File: src/rtl/sram_controller_if.sv
// ----------------------------------------------------------------------------
// sram_controller_if
// Pipeline-side bundle between the memory stage and sram_controller.
//   rd_en, wr_en : read / write request, held until ready
//   address      : 32-bit byte address (data region)
//   wdata        : 32-bit store value
//   rdata        : last completed read word
//   ready        : stage may advance (pipeline freeze is its inverse)
//   err          : sticky misalignment flag
// modport master : memory stage side
// modport slave  : controller side
// ----------------------------------------------------------------------------
interface sram_controller_if;
    logic        rd_en;
    logic        wr_en;
    logic [31:0] address;
    logic [31:0] wdata;
    logic [31:0] rdata;
    logic        ready;
    logic        err;

    modport master (
        output rd_en, wr_en, address, wdata,
        input  rdata, ready, err
    );

    modport slave (
        input  rd_en, wr_en, address, wdata,
        output rdata, ready, err
    );
endinterface

File: src/rtl/sram_controller.sv
// ----------------------------------------------------------------------------
// sram_controller
// Splits one 32-bit pipeline read/write into two 16-bit accesses to an
// external asynchronous SRAM. ready is held low until the access completes.
//
// Parameters
//   ADDR_W      : SRAM half-word address width (default 18)
//   WAIT_CYCLES : cycles per half-word phase, 2..15 (default 3)
//
// Ports
//   clk, rst    : clock, asynchronous active-high reset
//   bus         : sram_controller_if.slave pipeline handshake
//   sram_addr   : half-word address {address[ADDR_W:2], half}
//   sram_dq_o   : write data to SRAM
//   sram_dq_i   : read data from SRAM
//   sram_dq_oe  : data bus output enable
//   sram_we_n   : write strobe, active-low
//
// Build option
//   SRAM_ALIGN_CHK_EN : when defined, a request with address[1:0] != 0 skips
//                       the SRAM phases and sets the sticky err flag.
// ----------------------------------------------------------------------------
module sram_controller #(
    parameter int ADDR_W      = 18,
    parameter int WAIT_CYCLES = 3
) (
    input  logic              clk,
    input  logic              rst,
    sram_controller_if.slave  bus,
    output logic [ADDR_W-1:0] sram_addr,
    output logic [15:0]       sram_dq_o,
    input  logic [15:0]       sram_dq_i,
    output logic              sram_dq_oe,
    output logic              sram_we_n
);

    localparam logic [2:0] IDLE  = 3'd0;
    localparam logic [2:0] RD_LO = 3'd1;
    localparam logic [2:0] RD_HI = 3'd2;
    localparam logic [2:0] WR_LO = 3'd3;
    localparam logic [2:0] WR_HI = 3'd4;
    localparam logic [2:0] DONE  = 3'd5;

    localparam logic [3:0] LAST_CNT = 4'(WAIT_CYCLES - 1);

    logic [2:0]  state_reg, state_next;
    logic [3:0]  cnt_reg, cnt_next;
    logic [31:0] rdata_reg;
    logic        last_cycle;
    logic        phase_hi;
    logic        wr_phase;
    logic        misaligned;

    assign last_cycle = (cnt_reg == LAST_CNT);
    assign phase_hi   = (state_reg == RD_HI) || (state_reg == WR_HI);
    assign wr_phase   = (state_reg == WR_LO) || (state_reg == WR_HI);

`ifdef SRAM_ALIGN_CHK_EN
    logic err_reg;
    assign misaligned = (bus.address[1:0] != 2'b00);
    assign bus.err    = err_reg;
`else
    assign misaligned = 1'b0;
    assign bus.err    = 1'b0;
`endif

    // Upper address bits lie outside the SRAM; the low two bits only matter
    // for the alignment check.
    logic unused_addr;
    assign unused_addr = ^{bus.address[31:ADDR_W+1], bus.address[1:0]};

    always_comb begin
        state_next = state_reg;
        cnt_next   = cnt_reg;
        case (state_reg)
            IDLE: begin
                cnt_next = 4'd0;
                if (bus.wr_en || bus.rd_en) begin
                    if (misaligned)
                        state_next = DONE;
                    else if (bus.wr_en)
                        state_next = WR_LO;
                    else
                        state_next = RD_LO;
                end
            end
            RD_LO, RD_HI, WR_LO, WR_HI: begin
                if (last_cycle) begin
                    cnt_next = 4'd0;
                    case (state_reg)
                        RD_LO:   state_next = RD_HI;
                        WR_LO:   state_next = WR_HI;
                        default: state_next = DONE;
                    endcase
                end else begin
                    cnt_next = cnt_reg + 4'd1;
                end
            end
            DONE: begin
                cnt_next   = 4'd0;
                state_next = IDLE;
            end
            default: begin
                cnt_next   = 4'd0;
                state_next = IDLE;
            end
        endcase
    end

    always_ff @(posedge clk or posedge rst) begin
        if (rst) begin
            state_reg <= IDLE;
            cnt_reg   <= 4'd0;
            rdata_reg <= 32'd0;
        end else begin
            state_reg <= state_next;
            cnt_reg   <= cnt_next;
            // Sample the SRAM at the end of each read phase, after the full
            // access time has elapsed.
            if (state_reg == RD_LO && last_cycle)
                rdata_reg[15:0] <= sram_dq_i;
            if (state_reg == RD_HI && last_cycle)
                rdata_reg[31:16] <= sram_dq_i;
        end
    end

`ifdef SRAM_ALIGN_CHK_EN
    always_ff @(posedge clk or posedge rst) begin
        if (rst)
            err_reg <= 1'b0;
        else if (state_reg == IDLE && (bus.rd_en || bus.wr_en) && misaligned)
            err_reg <= 1'b1;
    end
`endif

    assign bus.rdata = rdata_reg;
    assign bus.ready = (state_reg == DONE) ||
                       (state_reg == IDLE && !bus.rd_en && !bus.wr_en);

    assign sram_addr = {bus.address[ADDR_W:2], phase_hi};

    // The strobe is released in the last cycle of each phase so data and
    // address stay valid past the rising edge of we_n (hold time).
    always_comb begin
        sram_dq_oe = 1'b0;
        sram_we_n  = 1'b1;
        sram_dq_o  = 16'd0;
        if (wr_phase) begin
            sram_dq_oe = 1'b1;
            sram_we_n  = last_cycle;
            sram_dq_o  = phase_hi ? bus.wdata[31:16] : bus.wdata[15:0];
        end
    end

endmodule

File: src/flat_wrapper.sv
// flat-port wrapper written by rule: the top's interface ports become plain ports
module sram_controller_flat 
#(
    parameter int ADDR_W      = 18,
    parameter int WAIT_CYCLES = 3
)
  (clk, rst, sram_addr, sram_dq_o, sram_dq_i, sram_dq_oe, sram_we_n, bus_rd_en, bus_wr_en, bus_address, bus_wdata, bus_rdata, bus_ready, bus_err);
  sram_controller_if bus_i ();
  input  logic clk;
  input  logic rst;
  output logic [ADDR_W-1:0] sram_addr;
  output logic [15:0] sram_dq_o;
  input  logic [15:0] sram_dq_i;
  output logic sram_dq_oe;
  output logic sram_we_n;
  input wire logic [$bits(bus_i.rd_en)-1:0] bus_rd_en;
  input wire logic [$bits(bus_i.wr_en)-1:0] bus_wr_en;
  input wire logic [$bits(bus_i.address)-1:0] bus_address;
  input wire logic [$bits(bus_i.wdata)-1:0] bus_wdata;
  output wire logic [$bits(bus_i.rdata)-1:0] bus_rdata;
  output wire logic [$bits(bus_i.ready)-1:0] bus_ready;
  output wire logic [$bits(bus_i.err)-1:0] bus_err;
  assign bus_i.rd_en = bus_rd_en;
  assign bus_i.wr_en = bus_wr_en;
  assign bus_i.address = bus_address;
  assign bus_i.wdata = bus_wdata;
  assign bus_rdata = bus_i.rdata;
  assign bus_ready = bus_i.ready;
  assign bus_err = bus_i.err;
  sram_controller #(.ADDR_W(ADDR_W), .WAIT_CYCLES(WAIT_CYCLES)) u_core (.clk(clk), .rst(rst), .bus(bus_i), .sram_addr(sram_addr), .sram_dq_o(sram_dq_o), .sram_dq_i(sram_dq_i), .sram_dq_oe(sram_dq_oe), .sram_we_n(sram_we_n));
endmodule
File: config.mk
export PLATFORM = sky130hd
export DESIGN_NAME = sram_controller_flat
export DESIGN_NICKNAME = d
export VERILOG_FILES = /design/src/rtl/sram_controller_if.sv /design/src/rtl/sram_controller.sv /design/src/flat_wrapper.sv
export SDC_FILE = /design/constraint.sdc
export NUM_CORES = 1
export LEC_CHECK = 0
export BUFFER_PORTS_ARGS = -buffer_cell sky130_fd_sc_hd__buf_2
export CAP_MARGIN = 5
export CORE_AREA = 5 5 80 82
export CTS_BUF_LIST = sky130_fd_sc_hd__clkbuf_8
export CTS_CLUSTER_DIAMETER = 200
export DETAILED_ROUTE_END_ITERATION = 10
export DIE_AREA = 0 0 85 87
export GPL_ROUTABILITY_DRIVEN = 0
export PLACE_DENSITY = 0.77
export SYNTH_ARGS = -nofsm -noshare
export SYNTH_HDL_FRONTEND = slang
export SYNTH_SLANG_ARGS = --single-unit
File: constraint.sdc
create_clock -name clk -period 2 [get_ports clk]
set_input_delay 0.4 -clock clk [delete_from_list [all_inputs] [get_ports clk]]
set_output_delay 0.4 -clock clk [all_outputs]
set_load 0.05 [all_outputs]
After elaboration in Yosys (flattened, before gate mapping):

Index checks and enable logic that the tools add are counted.

* shift-type cells: 0
* divide/modulo/power cells: 0
* $lt $le $gt $ge: 0
* $add $sub $neg: 1
* reductions and logical operators: 13
* mux-type cells: 11
* equal/unequal tests: 8
* multipliers: 0
* bitwise gates (word level): 0

Operators by type and width (count)
* 16-bit two-way mux: 2
* 3-bit case mux with 2 select lines: 2
* 4-bit two-way mux: 2
* 3-bit by 2-bit equality test with 1-bit output (second input constant): 2
* 3-bit equality test (second input constant): 2
* 3-bit two-way mux: 2
* 4-bit by 1-bit adder with 4-bit output (second input constant): 1
* 4-bit by 2-bit equality test with 1-bit output (second input constant): 1
* 1-bit logical AND: 4
* 1-bit logical OR: 4
* 2-bit by 1-bit != test with 1-bit output (second input constant): 2
* 4-bit OR reduction: 1
* 3-bit by 1-bit equality test with 1-bit output (second input constant): 1
* 3-bit zero test: 1
* 1-bit zero test: 2
* 1-bit two-way mux: 2
* 2-bit two-way mux: 1
* 2-bit AND reduction: 1

* memories kept: 0
* logic and storage cells: 37
* bits in read-only memories: 0
* output and inout port bits: 70
* bits in latches: 0
* RAM bits: 0
* bits in registers: 39

Logic depth before layout (Yosys ltp):

* depth in word-level cells: 4
* mapped depth: 6

Worst setup path after synthesis:

OpenSTA, ideal clock, no wires.

* path kind: reg2out
* start: register u_core.state_reg[0]
* end: output sram_dq_o[10]
* data required time: 1.600 ns
* stages on the path, launching flop included: 6
* arrival time: 2.016 ns
* path slack: -0.416 ns
* cells stage by stage: dfrtp_1 > clkbuf_8 > nor3b_1 > a21oi_2 > clkbuf_1 > a21oi_1

* cells in the longest elaborated chain, start to end: 4
* elaborated cells between the ends (all ways): 7

RTL lines
* start: declaration: line sram_controller.sv:46 `logic [2:0] state_reg, state_next;`
* start signal: assignment: line sram_controller.sv:116 `state_reg <= state_next;`
* 3-bit by 2-bit equality test with 1-bit output or 3-bit equality test (tied branches): line sram_controller.sv:55, sram_controller.sv:56
* 1-bit logical OR: line sram_controller.sv:55 `assign phase_hi = (state_reg == RD_HI) || (state_reg == WR_HI);`
* 16-bit two-way mux: line sram_controller.sv:151 `sram_dq_o = phase_hi ? bus.wdata[31:16] : bus.wdata[15:0];`
* 16-bit two-way mux *: line sram_controller.sv:148 `if (wr_phase) begin`
* end: declaration: line flat_wrapper.sv:12 `output logic [15:0] sram_dq_o;`

Mark *: on every way between the ends. The rest lies on a longest branch, timed or not.

Worst setup path after layout:

* start: register u_core.state_reg[2]
* end: output sram_dq_o[5]

The elaborated chain is that of the path after synthesis.

==> metrics <==
antenna violations before repair 0; CTS tree yes; Synth cell types 33; die extent in x 85 µm; CTS Buf Count 5; Setup WS post-layout -0.0642 ns; Yosys Warn Count 0; Period Utilization, post-route 103%; # nets final 375; Critical Path Sink Type primary output; HPWL after detailed placement just over 4 mm; post-synthesis sequential area ratio 45.6%; H-tree depth 2; CP Cell Sequence xor2_2 -> buf_12 -> nand3_1 -> a21oi_4 -> buf_6; Final setup viols 17; fmax about 480 MHz; final hold vios 0; first-pass GRT wire length 9.09 mm; CP peak stage delay around 0.47 ns; largest net degree at the start of global routing 40; Hold Crit Class in2async; status finished with violations; Max VDD drop about 1.5 mV; grt ovf 0; clk root buf clkbuf_8; cells taking the most area after synthesis dfrtp_1 (46%), mux2_4 (11%), mux2_2 (9.5%); EDFF count, synth 0; R2R Path Start u_core.state_reg[2]$_DFFE_PP0P_; CP arrival approximately 1.7 ns; Initial Util 37.7%; vias in the first global route 1969; Place WS 0.122 ns; PD cells 2150 nW/µm²; clock sinks 39; area of the multi-input gates 1110 µm²; Setup Skew 0.00767 ns; via count about 1800; max reg flops 32; full die area 7400 µm²; synthesized cell area 2140 µm²; Rows 28; critical path launch point type flip-flop; flops & latches, synth 39; post-synth top area share 45.6%; max cap viols 0; ANT cells 0; Mean Syn Cell Area around 12 µm²; average wire per standard cell around 16 µm; failing checks negative setup slack; Critical Path Source u_core.state_reg[2]$_DFFE_PP0P_; critical path's top delay family flip-flops; fillers 479; layout cell share with drive strength beyond 1 68.3%; Reg clk slew, reported paths about 0.070 ns; drt drc 0; Die Y-Extent ~87 µm; I/O Buffers 103; Pins Over Slew Limit 0; # hold bufs at CTS 0; register area 980 µm²; Post-Syn Instances 186; Synth area leader dfrtp_1; Area growth, synth to finish 50.2%; RSZ-0062 raised after global routing true; I/O pins 154; clock buffer depth 2; setup_tns -0.542 ns; Core Area 5680 µm²; final wirelength 5.86 mm; Critical Path RT 1.60 ns; Post-DRT Antenna Nets 0; Pre-antenna DRT Iters 4; WP buf/inv 2; min Tclk post-route between 2 and 2.5 ns; Crit Path Max Fanout 16; GRT Util Overall 15.4%; Main synth FF type dfrtp_1; worst skew pair latency roughly 0.28 ns; Synth Net Count around 270; async set-reset flop share out of synthesis 100%; kind of critical path reg2out; vias per inst 4.96; DRT iter0 DRCs 42; CP max stage cell dfrtp_2; total chip power 6.92 mW; leak pwr roughly 1.5 nW
[path summary, 6_finish.rpt]
path	end	slack [ns]	cells past startpoint
hold reg to reg	u_core.cnt_reg[0]$_DFF_PP0_	0.47	1
hold / removal	u_core.bus.rdata[31]$_DFFE_PP0P_	0.22	3
min in group clk	u_core.bus.rdata[22]$_DFFE_PP0P_	0.35	2
max in group asynchronous	u_core.state_reg[2]$_DFFE_PP0P_	1.43	3
setup reg to reg	u_core.bus.rdata[24]$_DFFE_PP0P_	0.14	4
setup / recovery	sram_dq_o[5]	-0.06	5
[per-stage QoR]
| step | instances | instance area, µm² | hold slack, ns | utilization [%] |
|---|---|---|---|---|
| floorplan | 186 | 2280 | 0.455 | - |
| global placement | 347 | 2800 | 0.467 | 49.3 |
| detailed placement | 347 | 2800 | 0.473 | 49.3 |
| CTS | 359 | 3110 | 0.223 | 54.8 |
| global route | 365 | 3220 | 0.265 | 56.7 |
| finish | 365 | 3220 | 0.220 | 56.7 |
[layout by cell type, fill, tap and decap left out, types with 2 or more instances in the layout]
| master | instances |
|---|---|
| dfrtp_2 | 3 |
| buf_12 | 5 |
| nand3_1 | 17 |
| mux2_4 | 15 |
| buf_8 | 2 |
| a21oi_2 | 4 |
| a21oi_4 | 11 |
| buf_6 | 18 |
| a21oi_1 | 4 |
| clkbuf_8 | 6 |
| inv_1 | 2 |
| nor2_1 | 7 |
| buf_4 | 16 |
| dfrtp_1 | 36 |
| ha_1 | 2 |
| o21ai_0 | 6 |
| mux2_2 | 18 |
| buf_2 | 83 |
| o21ai_1 | 10 |
[Yosys cell counts, drive strengths merged, types with 2 or more instances]
master   n
xnor2    2
nor2     7
dfrtp   39
ha       2
a21oi   19
clkbuf   6
o21ai   17
buf     24
nand3   18
inv      3
xor2     2
mux2    33
[power breakdown]
part / total [mW] / switching [mW] / internal (mW) / leakage, nW
Combinational: 4.81 / 3.06 / 1.75 / 1.02
Clock: 0.663 / 0.260 / 0.403 / 0.0612
Sequential: 1.45 / 0.263 / 1.18 / 0.460
Total: 6.92 / 3.59 / 3.33 / 1.55
[cell families (layout without fill, tap and decap cells)]
group / Yosys count / in the layout / synth area share (%)
AOI/OAI and AO/OA: 39 / 39 / 9.99
xor gates and xnor gates: 4 / 4 / 1.64
adders and majority gates: 2 / 2 / 1.17
buffers and inverters: 34 / 138 / 11.0
DFF: 39 / 39 / 45.6
muxes: 34 / 34 / 20.5
other: 1 / 1 / 0.175
and+or+nand+nor: 33 / 33 / 9.94
[area by class of cell]
| type | count | share of cell area [%] |
|---|---|---|
| clock inverters | 2 | 1.09 |
| multi-input cells | 113 | 34.5 |
| repair buffers | 126 | 28.0 |
| flip-flops and latches | 39 | 30.5 |
| inverters | 4 | 0.467 |
| well taps | 75 | 2.92 |
| clock buffers | 6 | 2.57 |
[tightest hold or removal path: stages]
cell and delay (ns):
buf_2 0.09, inv_1 0.04, buf_4 0.41
[timing repair]
item	CTS	global route
endpoints found under the hold margin	0	0
setup endpoints to repair	18	19
pin swaps	1	3
cloned	2	1
resized for setup	63	9
setup buffers	2	5
[metal layers]
layer | wire (µm) | track usage, % | part of all wire, %
met5 | 0 | 0 | 0
met4 | 128 | 6.19 | 2.2
met3 | 633 | 6.05 | 11
met2 | 2830 | 27.0 | 48
met1 | 2260 | 16.5 | 39
(Power assumes the default switching activity.)
